===== config.mk =====
export PLATFORM = sky130hd
export DESIGN_NAME = hazard_unit
export DESIGN_NICKNAME = d
export VERILOG_FILES = /design/src/rtl/hazard_unit_pkg.sv /design/src/rtl/hazard_fwd_sel.sv /design/src/rtl/hazard_unit.sv
export SDC_FILE = /design/constraint.sdc
export NUM_CORES = 1
export LEC_CHECK = 0
export ABC_AREA = 1
export BUFFER_PORTS_ARGS = -buffer_cell sky130_fd_sc_hd__clkbuf_2
export CAP_MARGIN = 20
export CELL_PAD_IN_SITES_DETAIL_PLACEMENT = 1
export CELL_PAD_IN_SITES_GLOBAL_PLACEMENT = 1
export CORE_MARGIN = 10
export CORE_UTILIZATION = 39
export DETAILED_ROUTE_END_ITERATION = 8
export GPL_TIMING_DRIVEN = 0
export PLACE_DENSITY = 0.81
export SYNTH_ARGS = -nofsm -noshare
export SYNTH_HDL_FRONTEND = slang
export SYNTH_SLANG_ARGS = --single-unit
export TNS_END_PERCENT = 5

===== constraint.sdc =====
create_clock -name clk -period 2.2 [get_ports clk]
set_input_delay 0.33 -clock clk [delete_from_list [all_inputs] [get_ports clk]]
set_output_delay 0.33 -clock clk [all_outputs]
set_load 0.005 [all_outputs]

===== src/rtl/hazard_unit_pkg.sv =====
// hazard_unit_pkg: shared constants and helpers for the pipeline hazard responder.
// Holds forward-select codes, result-source codes and shadow-entry field widths.
// Helpers map a result source to its initial Tnew and step Tnew down per stage.
package hazard_unit_pkg;

  // Forward-mux select codes, ordered by producing stage.
  localparam logic [1:0] FWD_RF = 2'd0;
  localparam logic [1:0] FWD_E  = 2'd1;
  localparam logic [1:0] FWD_M  = 2'd2;
  localparam logic [1:0] FWD_W  = 2'd3;

  // Where the D-stage instruction's result comes from.
  localparam logic [1:0] SRC_PC8 = 2'd0;
  localparam logic [1:0] SRC_ALU = 2'd1;
  localparam logic [1:0] SRC_MEM = 2'd2;

  // Shadow-entry field widths.
  localparam int TNEW_W = 2;
  localparam int SEL_W  = 2;

  typedef logic [TNEW_W-1:0] tnew_t;

  // Cycles, counted from E, until the result exists; the reserved code 3 behaves as memory.
  function automatic tnew_t tnew_from_src(input logic [1:0] src);
    tnew_t t;
    case (src)
      SRC_PC8: t = 2'd0;
      SRC_ALU: t = 2'd1;
      default: t = 2'd2;
    endcase
    return t;
  endfunction

  // One pipeline advance brings the result one cycle closer, never below zero.
  function automatic tnew_t tnew_step(input tnew_t t);
    return (t == 2'd0) ? 2'd0 : t - 2'd1;
  endfunction

endpackage


===== src/rtl/hazard_fwd_sel.sv =====
// hazard_fwd_sel: per-operand forwarding priority mux (youngest ready producer wins).
// A candidate stage supplies data only if its address matches and its result is ready.
// Disabled candidates (use_e/use_m low) are skipped; register 0 never forwards.
module hazard_fwd_sel
  import hazard_unit_pkg::*;
#(
  parameter int ADDR_W = 5
) (
  input  logic [ADDR_W-1:0] src,
  input  logic              use_e,
  input  logic [ADDR_W-1:0] addr_e,
  input  tnew_t             tnew_e,
  input  logic              use_m,
  input  logic [ADDR_W-1:0] addr_m,
  input  tnew_t             tnew_m,
  input  logic [ADDR_W-1:0] addr_w,
  output logic [SEL_W-1:0]  sel
);

  // Oldest first so that each younger ready match overrides it.
  always_comb begin
    sel = FWD_RF;
    if (src != '0) begin
      if (src == addr_w)
        sel = FWD_W;
      if (use_m && src == addr_m && tnew_m == 2'd0)
        sel = FWD_M;
      if (use_e && src == addr_e && tnew_e == 2'd0)
        sel = FWD_E;
    end
  end

endmodule


===== src/rtl/hazard_unit.sv =====
// hazard_unit: D-stage stall and forwarding-select generator for the 5-stage MIPS pipeline.
// Keeps a shadow E/M/W copy of destination, Tnew and sources; stall and selects are combinational.
// Optional HAZARD_STALL_CNT_EN adds a saturating stall_cnt output counting stalled cycles.
module hazard_unit
  import hazard_unit_pkg::*;
#(
  parameter int ADDR_W = 5
`ifdef HAZARD_STALL_CNT_EN
  , parameter int CNT_W = 32
`endif
) (
  input  logic              clk,
  input  logic              reset,
  input  logic [ADDR_W-1:0] rs_D,
  input  logic [ADDR_W-1:0] rt_D,
  input  logic              h_D1,
  input  logic              h_D2,
  input  logic              h_E1,
  input  logic              h_E2,
  input  logic              h_MU,
  input  logic [ADDR_W-1:0] a_WD_s_D,
  input  logic [1:0]        src_D,
  output logic              stall,
  output logic [SEL_W-1:0]  fwd_D1,
  output logic [SEL_W-1:0]  fwd_D2,
  output logic [SEL_W-1:0]  fwd_E1,
  output logic [SEL_W-1:0]  fwd_E2,
  output logic [SEL_W-1:0]  fwd_M2
`ifdef HAZARD_STALL_CNT_EN
  , output logic [CNT_W-1:0] stall_cnt
`endif
);

  // Shadow pipeline; W only needs its address since its Tnew is always zero.
  logic [ADDR_W-1:0] addr_e, rs_e, rt_e;
  tnew_t             tnew_e;
  logic [ADDR_W-1:0] addr_m, rt_m;
  tnew_t             tnew_m;
  logic [ADDR_W-1:0] addr_w;

  logic              need_rs, need_rt, hz_rs, hz_rt;
  tnew_t             tuse_rs, tuse_rt;
  logic [SEL_W-1:0]  sel_d1, sel_d2, sel_e1, sel_e2, sel_m2;

  // Stall when a needed source's producer in E or M will not be ready by its Tuse.
  always_comb begin
    need_rs = h_D1 | h_E1;
    tuse_rs = h_D1 ? 2'd0 : 2'd1;
    need_rt = h_D2 | h_E2 | h_MU;
    tuse_rt = h_D2 ? 2'd0 : (h_E2 ? 2'd1 : 2'd2);
    hz_rs   = need_rs && (rs_D != '0) &&
              ((rs_D == addr_e && tnew_e > tuse_rs) || (rs_D == addr_m && tnew_m > tuse_rs));
    hz_rt   = need_rt && (rt_D != '0) &&
              ((rt_D == addr_e && tnew_e > tuse_rt) || (rt_D == addr_m && tnew_m > tuse_rt));
    stall   = !reset && (hz_rs || hz_rt);
  end

  // D operands see E, M and W, since the register file has no write-through bypass.
  hazard_fwd_sel #(.ADDR_W(ADDR_W)) u_sel_d1 (
    .src(rs_D), .use_e(1'b1), .addr_e(addr_e), .tnew_e(tnew_e),
    .use_m(1'b1), .addr_m(addr_m), .tnew_m(tnew_m), .addr_w(addr_w), .sel(sel_d1));
  hazard_fwd_sel #(.ADDR_W(ADDR_W)) u_sel_d2 (
    .src(rt_D), .use_e(1'b1), .addr_e(addr_e), .tnew_e(tnew_e),
    .use_m(1'b1), .addr_m(addr_m), .tnew_m(tnew_m), .addr_w(addr_w), .sel(sel_d2));

  // E operands see M and W only.
  hazard_fwd_sel #(.ADDR_W(ADDR_W)) u_sel_e1 (
    .src(rs_e), .use_e(1'b0), .addr_e('0), .tnew_e(2'd0),
    .use_m(1'b1), .addr_m(addr_m), .tnew_m(tnew_m), .addr_w(addr_w), .sel(sel_e1));
  hazard_fwd_sel #(.ADDR_W(ADDR_W)) u_sel_e2 (
    .src(rt_e), .use_e(1'b0), .addr_e('0), .tnew_e(2'd0),
    .use_m(1'b1), .addr_m(addr_m), .tnew_m(tnew_m), .addr_w(addr_w), .sel(sel_e2));

  // Store data in M can only come from W.
  hazard_fwd_sel #(.ADDR_W(ADDR_W)) u_sel_m2 (
    .src(rt_m), .use_e(1'b0), .addr_e('0), .tnew_e(2'd0),
    .use_m(1'b0), .addr_m('0), .tnew_m(2'd0), .addr_w(addr_w), .sel(sel_m2));

  // Selects are forced to the register-file path while reset is held.
  always_comb begin
    fwd_D1 = reset ? FWD_RF : sel_d1;
    fwd_D2 = reset ? FWD_RF : sel_d2;
    fwd_E1 = reset ? FWD_RF : sel_e1;
    fwd_E2 = reset ? FWD_RF : sel_e2;
    fwd_M2 = reset ? FWD_RF : sel_m2;
  end

  // Advance the shadow pipeline; a stall injects an all-zero bubble into E.
  always_ff @(posedge clk) begin
    if (reset) begin
      addr_e <= '0;
      rs_e   <= '0;
      rt_e   <= '0;
      tnew_e <= 2'd0;
      addr_m <= '0;
      rt_m   <= '0;
      tnew_m <= 2'd0;
      addr_w <= '0;
    end else begin
      addr_w <= addr_m;
      addr_m <= addr_e;
      rt_m   <= rt_e;
      tnew_m <= tnew_step(tnew_e);
      if (stall) begin
        addr_e <= '0;
        rs_e   <= '0;
        rt_e   <= '0;
        tnew_e <= 2'd0;
      end else begin
        addr_e <= a_WD_s_D;
        rs_e   <= rs_D;
        rt_e   <= rt_D;
        tnew_e <= tnew_from_src(src_D);
      end
    end
  end

`ifdef HAZARD_STALL_CNT_EN
  // Count stalled cycles, holding at all-ones rather than wrapping.
  always_ff @(posedge clk) begin
    if (reset)
      stall_cnt <= '0;
    else if (stall && stall_cnt != '1)
      stall_cnt <= stall_cnt + CNT_W'(1);
  end
`endif

endmodule

==> results of run 1 <==
-- repair_timing --
item                       4_1_cts  5_1_grt
pin swaps                        1        1
gates resized for setup          4       14
cloned                           0        0
setup endpoints to repair        1        7
-- how the worst max path moves through the flow --
stage | to | slack [ps] | cells past startpoint
after global routing | stall | -50 | 10
after floorplan | stall | 340 | 8
after global placement | stall | -60 | 10
after CTS | stall | 10 | 11
after detailed placement | stall | -90 | 10
final | stall | 60 | 10
-- registers in the layout, indices dropped and copies added (netlist names) --
register	cells
rt_m	5
tnew_e	2
rt_e	5
tnew_m	2
addr_m	5
rs_e	5
addr_e	5
addr_w	5
-- placed cells by master, fill, tap and decap left out, drive strengths merged --
cell type	n
nand2	64
inv	58
nor2	58
clkbuf	45
dfxtp	34
xnor2	17
nand4	12
a21oi	12
o21ai	10
nand3	10
nor3	7
o22ai	7
ha	7
xor2	5
buf	5
nor3b	2
or2	2
o41ai	1
a21boi	1
a211oi	1
-- final cells by class --
cell class | count | area (um2) | area share
Multi-Input combinational cell | 216 | 1190 | 0.472
Timing Repair Buffer | 33 | 165 | 0.0657
Inverter | 58 | 218 | 0.0867
Clock buffer | 8 | 110 | 0.0438
Tap cell | 70 | 87.6 | 0.0349
Buffer | 9 | 60.1 | 0.0239
Sequential cell | 34 | 686 | 0.273
-- metrics by stage --
| stage | hold WS (ps) | instance area [um2] |
|---|---|---|
| after CTS | 219 | 2480 |
| after floorplan | 397 | 2110 |
| final | 223 | 2510 |
| after detailed placement | 422 | 2360 |
| after global routing | 238 | 2510 |
| after global placement | 414 | 2360 |
-- power groups by stage --
stage	clock, mW	combinational, mW	sequential [mW]
after floorplan	0	0.218	0.684
after global placement	0	0.308	0.692
after detailed placement	0	0.318	0.693
after CTS	0.561	0.324	0.679
after global routing	0.588	0.368	0.687
final	0.553	0.324	0.682
-- per-layer routing --
metal	GRT usage	part of all wire	vias to the layer above
li1	-	-	1063
met1	0.171	0.44	995
met2	0.237	0.47	43
met3	0.0424	0.058	13
met4	0.0578	0.025	0
met5	0	0	-
-- critical path, stage by stage --
cell and delay (ps):
clkbuf_2 80, or2_2 350, ha_4 290, nand2_1 60
a21boi_2 140, nand4_1 120, nand2_2 110, nand2_2 80
a21oi_2 120, buf_2 130
-- logic make-up after synthesis --
kind of cell             count (synthesis)  share of synthesized area
buffers and inverters                   68                      0.132
flip-flops                              34                      0.323
AO/OA/AOI/OAI                           32                     0.0843
XOR/XNOR                                22                     0.0914
AND/OR/NAND/NOR                        155                      0.328
adder cells (fa/ha/maj)                  7                     0.0416
==> out/metrics.cfg, run 1 <==
[global_route]
grt_max_degree = 11
grt_pass1_wl_um = 9980
grt_overflow_total = 0
grt.total_usage = 0.144
grt_pass1_vias = 2115
grt_antenna_before_repair = 0

[routing]
drc = 0
drt_iter0_drc = 80
via_per_inst = 4.94
drt_wl_total_um = 6170
final_antenna_net_count = 0
wl_per_cell_um = 14.4
drtPass1Iterations = 4
via_count = 2114

[setup_path]
timing_worst_setup_path_type = in -> out
critical_path.endpoint_type = output pin
cp_max_fo = 3
r2r_slack_ps = 530
crit_start = h_D2
cp-start-kind = input port
worstReg2RegEnd = rs_e[1]
rr_worst_depth = 11
crit_required_ps = 1870
r2r-start = tnew_e[0]
arrival_ps = 1810

[logic_synthesis]
yosysMostFrequentCell = nand2_1
async_flop_share = 0
synth_seq_cells = 34
yosys_warnings = 0
synth-seq-area-share = 0.323
synth_common_cells = nand2_1, inv_1, nor2_1
ys_top_cells_by_area = dfxtp_1, nand2_1, inv_1, nor2_1, xnor2_1
syn_inst = 318
synth-main-ff-cell = dfxtp_1
synth_area_um2 = 2110
synth_cell_types = 27
synth.largest_area_cell = dfxtp_1
syn_nets = 349
syn_avg_cell_area_um2 = 6.63
synth_edf_count = 0
yosysTopAreaCellShare = 0.323

[sta]
fin_tns_setup_ps = 0
setup_violations = 0
min_period_ps = 2140
maxSlewViolCount = 0
min_period_over_period = 0.974
fmax_ghz = 0.467
worst_slack_ps = 57.7
rsz0062_at_grt = true
slew_headroom = 0.611
worst_slew_pin_slew_ps = 583
fin_worst_skew_ps = 2.96
finalHoldViolations = 0

[power]
p_switching_uw = 461
p_int_mw = 1.10
ir_drop_uv = 294
p_comb_frac = 0.208
total_power_mw = 1.56
switching_share = 0.296
power.density_nw_per_um2 = 621
seq_power_share = 0.438
p_leak_nw = 1.21
pwr-share-clk = 0.355

[placement]
place_ws_ps = -90.4
gp_congestion = 0.872
dp_cells = 421
port_buffers = 33
post-dp-hpwl_um = 5010

[clock_tree]
htreeDepth = 2
cts_setup_buffers = 0
cts_tree = built
clock-root-buffer = clkbuf_8
cts_sinks = 34
worst_skew_pair.late_latency_ps = 290
clk_pin_slew_ps = 70
clk_path_buf_depth = 2
ctsHoldBuffers = 0
cts_buffers = 5

[layout]
utilization = 0.486
layout-drive-gt1-share = 0.226
syn2layout_area_growth_pct = 19.2
stdcell_count = 428
nNetsFinal = 388
n_fill_cell = 709
antennaDiodeCount = 0

[floorplan]
ioPinCount = 35
die_y_um = 93.5
die_area_um2 = 8740
fp-row-count = 26
dieWidth_um = 93.5
core_um2 = 5170
start_util = 0.407

[status]
status = finished clean

[worst_hold_path]
hold_path.class = in -> reg
min_delay_path_depth = 3
min_from = a_WD_s_D[4]
hold_end = addr_e[4]

[flow_run]
cap_violations = 0

Power figures use the tool's default switching activity.
==> inputs of run 2 (changes only) <==
--- a/config.mk
+++ b/config.mk
@@ -14,7 +14,7 @@
 export CORE_UTILIZATION = 39
 export DETAILED_ROUTE_END_ITERATION = 8
 export GPL_TIMING_DRIVEN = 0
-export PLACE_DENSITY = 0.81
+export PLACE_DENSITY = 0.89
 export SYNTH_ARGS = -nofsm -noshare
 export SYNTH_HDL_FRONTEND = slang
 export SYNTH_SLANG_ARGS = --single-unit
==> run 2 against run 1 <==
Compared with the run above: register-to-register slack got worse by 60 ps; sequential share of layout area increased by 0.28 points; design area decreased by 1.4%; maximum frequency decreased by 0.76%; sequential power about the same; final cell count decreased by 0.47%; combinational power about the same; global-route usage increased by 1.3 points; die area unchanged; flip-flop and latch count unchanged; wire length increased by 6.6%.
==> out/metrics.cfg, run 2 (synthesis results as in run 1) <==
[global_route]
grt_overflow_total = 0  ; unchanged
grt_max_degree = 12  ; +1
grt_pass1_vias = 2330  ; +10%
grt.total_usage = 0.158  ; +0.0134
grt_antenna_before_repair = 0  ; unchanged
grt_pass1_wl_um = 10900  ; +9.1%

[placement]
port_buffers = 33  ; unchanged
gp_congestion = 0.882  ; +1.1%
dp_cells = 421  ; unchanged
post-dp-hpwl_um = 5340  ; +6.5%

[routing]
final_antenna_net_count = 0  ; unchanged
via_per_inst = 5.05  ; +2.3%
highest_layer = met4
met2_wirelength_um = 3330  ; +14%
wl_met1_um = 2670  ; -2.2%
drc = 0  ; unchanged
via_count = 2152  ; +1.8%
drt_iter0_drc = 80  ; unchanged
route.met3.wl_um = 395  ; +11%
drt_wl_total_um = 6580  ; +6.6%
drtPass1Iterations = 4  ; unchanged
wl_per_cell_um = 15.4  ; +7.1%

[power]
total_power_mw = 1.58  ; +1.5%
ir_drop_uv = 342  ; +16%
power.density_nw_per_um2 = 639  ; +3.0%
p_leak_nw = 1.20  ; -1.1%

[worst_hold_path]
hold_path.class = in -> reg
min_from = a_WD_s_D[1]
min_delay_path_depth = 3  ; unchanged
hold_end = addr_e[1]

[setup_path]
r2r-start = tnew_e[0]
r2r_slack_ps = 470  ; -60 ps
crit_required_ps = 1870  ; about the same
cp_max_fo = 3  ; unchanged
arrival_ps = 1830  ; +20 ps
rr_worst_depth = 9  ; -2
slowest_delay_ps = 330  ; -20 ps
timing_worst_setup_path_type = in -> out
critical_path.endpoint_type = output pin
crit_chain = clkbuf_2 > or2_2 > ha_1 > nand2_1 > inv_1 > nor2_2 > nand4_1 > nand2_1 > nand2_2 > a21oi_2 > clkbuf_2
cp-start-kind = input port
crit_slowest_cell = or2_2
crit_start = h_D2
worstReg2RegEnd = rs_e[1]

[sta]
maxSlewViolCount = 0  ; unchanged
fin_worst_skew_ps = 7.48  ; +4.53 ps
rsz0062_at_grt = true
worst_slew_pin_slew_ps = 688  ; +105 ps
min_period_ps = 2160  ; +16.4 ps
fmax_ghz = 0.463  ; -0.76%
finalHoldViolations = 0  ; unchanged
slew_headroom = 0.541  ; -0.0698
setup_violations = 0  ; unchanged
min_period_over_period = 0.981  ; +0.00744
fin_tns_setup_ps = 0  ; unchanged

[floorplan]
ioPinCount = 35  ; unchanged
core_um2 = 5170  ; unchanged
die_y_um = 93.5  ; unchanged
fp-row-count = 26  ; unchanged
start_util = 0.407  ; unchanged
die_area_um2 = 8740  ; unchanged
dieWidth_um = 93.5  ; unchanged

[layout]
layout_commonest_cell = nand2_1
layout-drive-gt1-share = 0.211  ; -0.0156
antennaDiodeCount = 0  ; unchanged
syn2layout_area_growth_pct = 17.6
nNetsFinal = 386  ; -0.52%
stdcell_count = 426  ; -0.47%
mostFrequentLayoutCells = nand2_1, inv_1, nor2_1

[clock_tree]
clk_path_buf_depth = 2  ; unchanged
worst_skew_pair.late_latency_ps = 300  ; about the same
clock-root-buffer = clkbuf_8
htreeDepth = 2  ; unchanged
clk_pin_slew_ps = 70  ; about the same
cts_buffers = 5  ; unchanged
cts_tree = built
cts_sinks = 34  ; unchanged

[status]
status = finished clean

[flow_run]
cap_violations = 0  ; unchanged

run 2: cell types whose count changed in the layout (fill, tap and decap cells not counted), moves of 2 or more:
cell and change:
ha_4 -2, ha_1 +2, dfxtp_2 -2, clkbuf_2 -2, clkbuf_8 -3, clkinv_2 +2
dfxtp_1 +2
run 2: worst max-delay path: cells and delay by family:
kind / cells / cell delay, ps
simple gates: 6 / 820
fa+ha+maj: 1 / 300
buf+inv: 3 / 250
compound gates: 1 / 110
run 2: how the worst max path moves through the flow:
stage,to,slack [ps],cells after the start
2_1_floorplan,stall,340,8
3_3_place_gp,stall,-40,10
3_5_place_dp,stall,-90,10
4_1_cts,stall,10,11
5_1_grt,stall,-100,10
6_report,stall,40,11
run 2: per-layer routing:
metal	global-route usage	vias to the layer above
met5	0	-
met1	0.176	1019
met4	0.0630	0
met3	0.0328	17
li1	-	1058
met2	0.284	58
run 2: where the power goes:
group / switching, mW / internal, mW / total [mW]
logic: 0.197 / 0.130 / 0.326
registers: 0.0334 / 0.650 / 0.683
clock network: 0.241 / 0.333 / 0.574
total: 0.471 / 1.11 / 1.58
run 2: repair_timing:
item | 4_1_cts | 5_1_grt
resized for setup | 4 | 4
pin swaps | 1 | 1
setup endpoints to repair | 1 | 9
buffers inserted | 0 | 0
hold buffers | 0 | 0
run 2: metrics by stage:
step | setup WS, ps | util | area, um2 | hold slack (ps)
global placement | -43.7 | 0.456 | 2360 | 413
finish | 41.4 | 0.479 | 2480 | 215
CTS | 12.1 | 0.479 | 2480 | 215
detailed placement | -90.9 | 0.456 | 2360 | 412
global route | -97.3 | 0.479 | 2480 | 233
floorplan | 342 | - | 2110 | 397
run 2: final cells by class:
class / count / area [um2]
Buffer: 7 / 48.8
Clock buffer: 5 / 68.8
Clock inverter: 3 / 40.0
Fill cell: 715 / 2700
Inverter: 58 / 218
Multi-Input combinational cell: 216 / 1170
Sequential cell: 34 / 683
Tap cell: 70 / 87.6
Timing Repair Buffer: 33 / 165
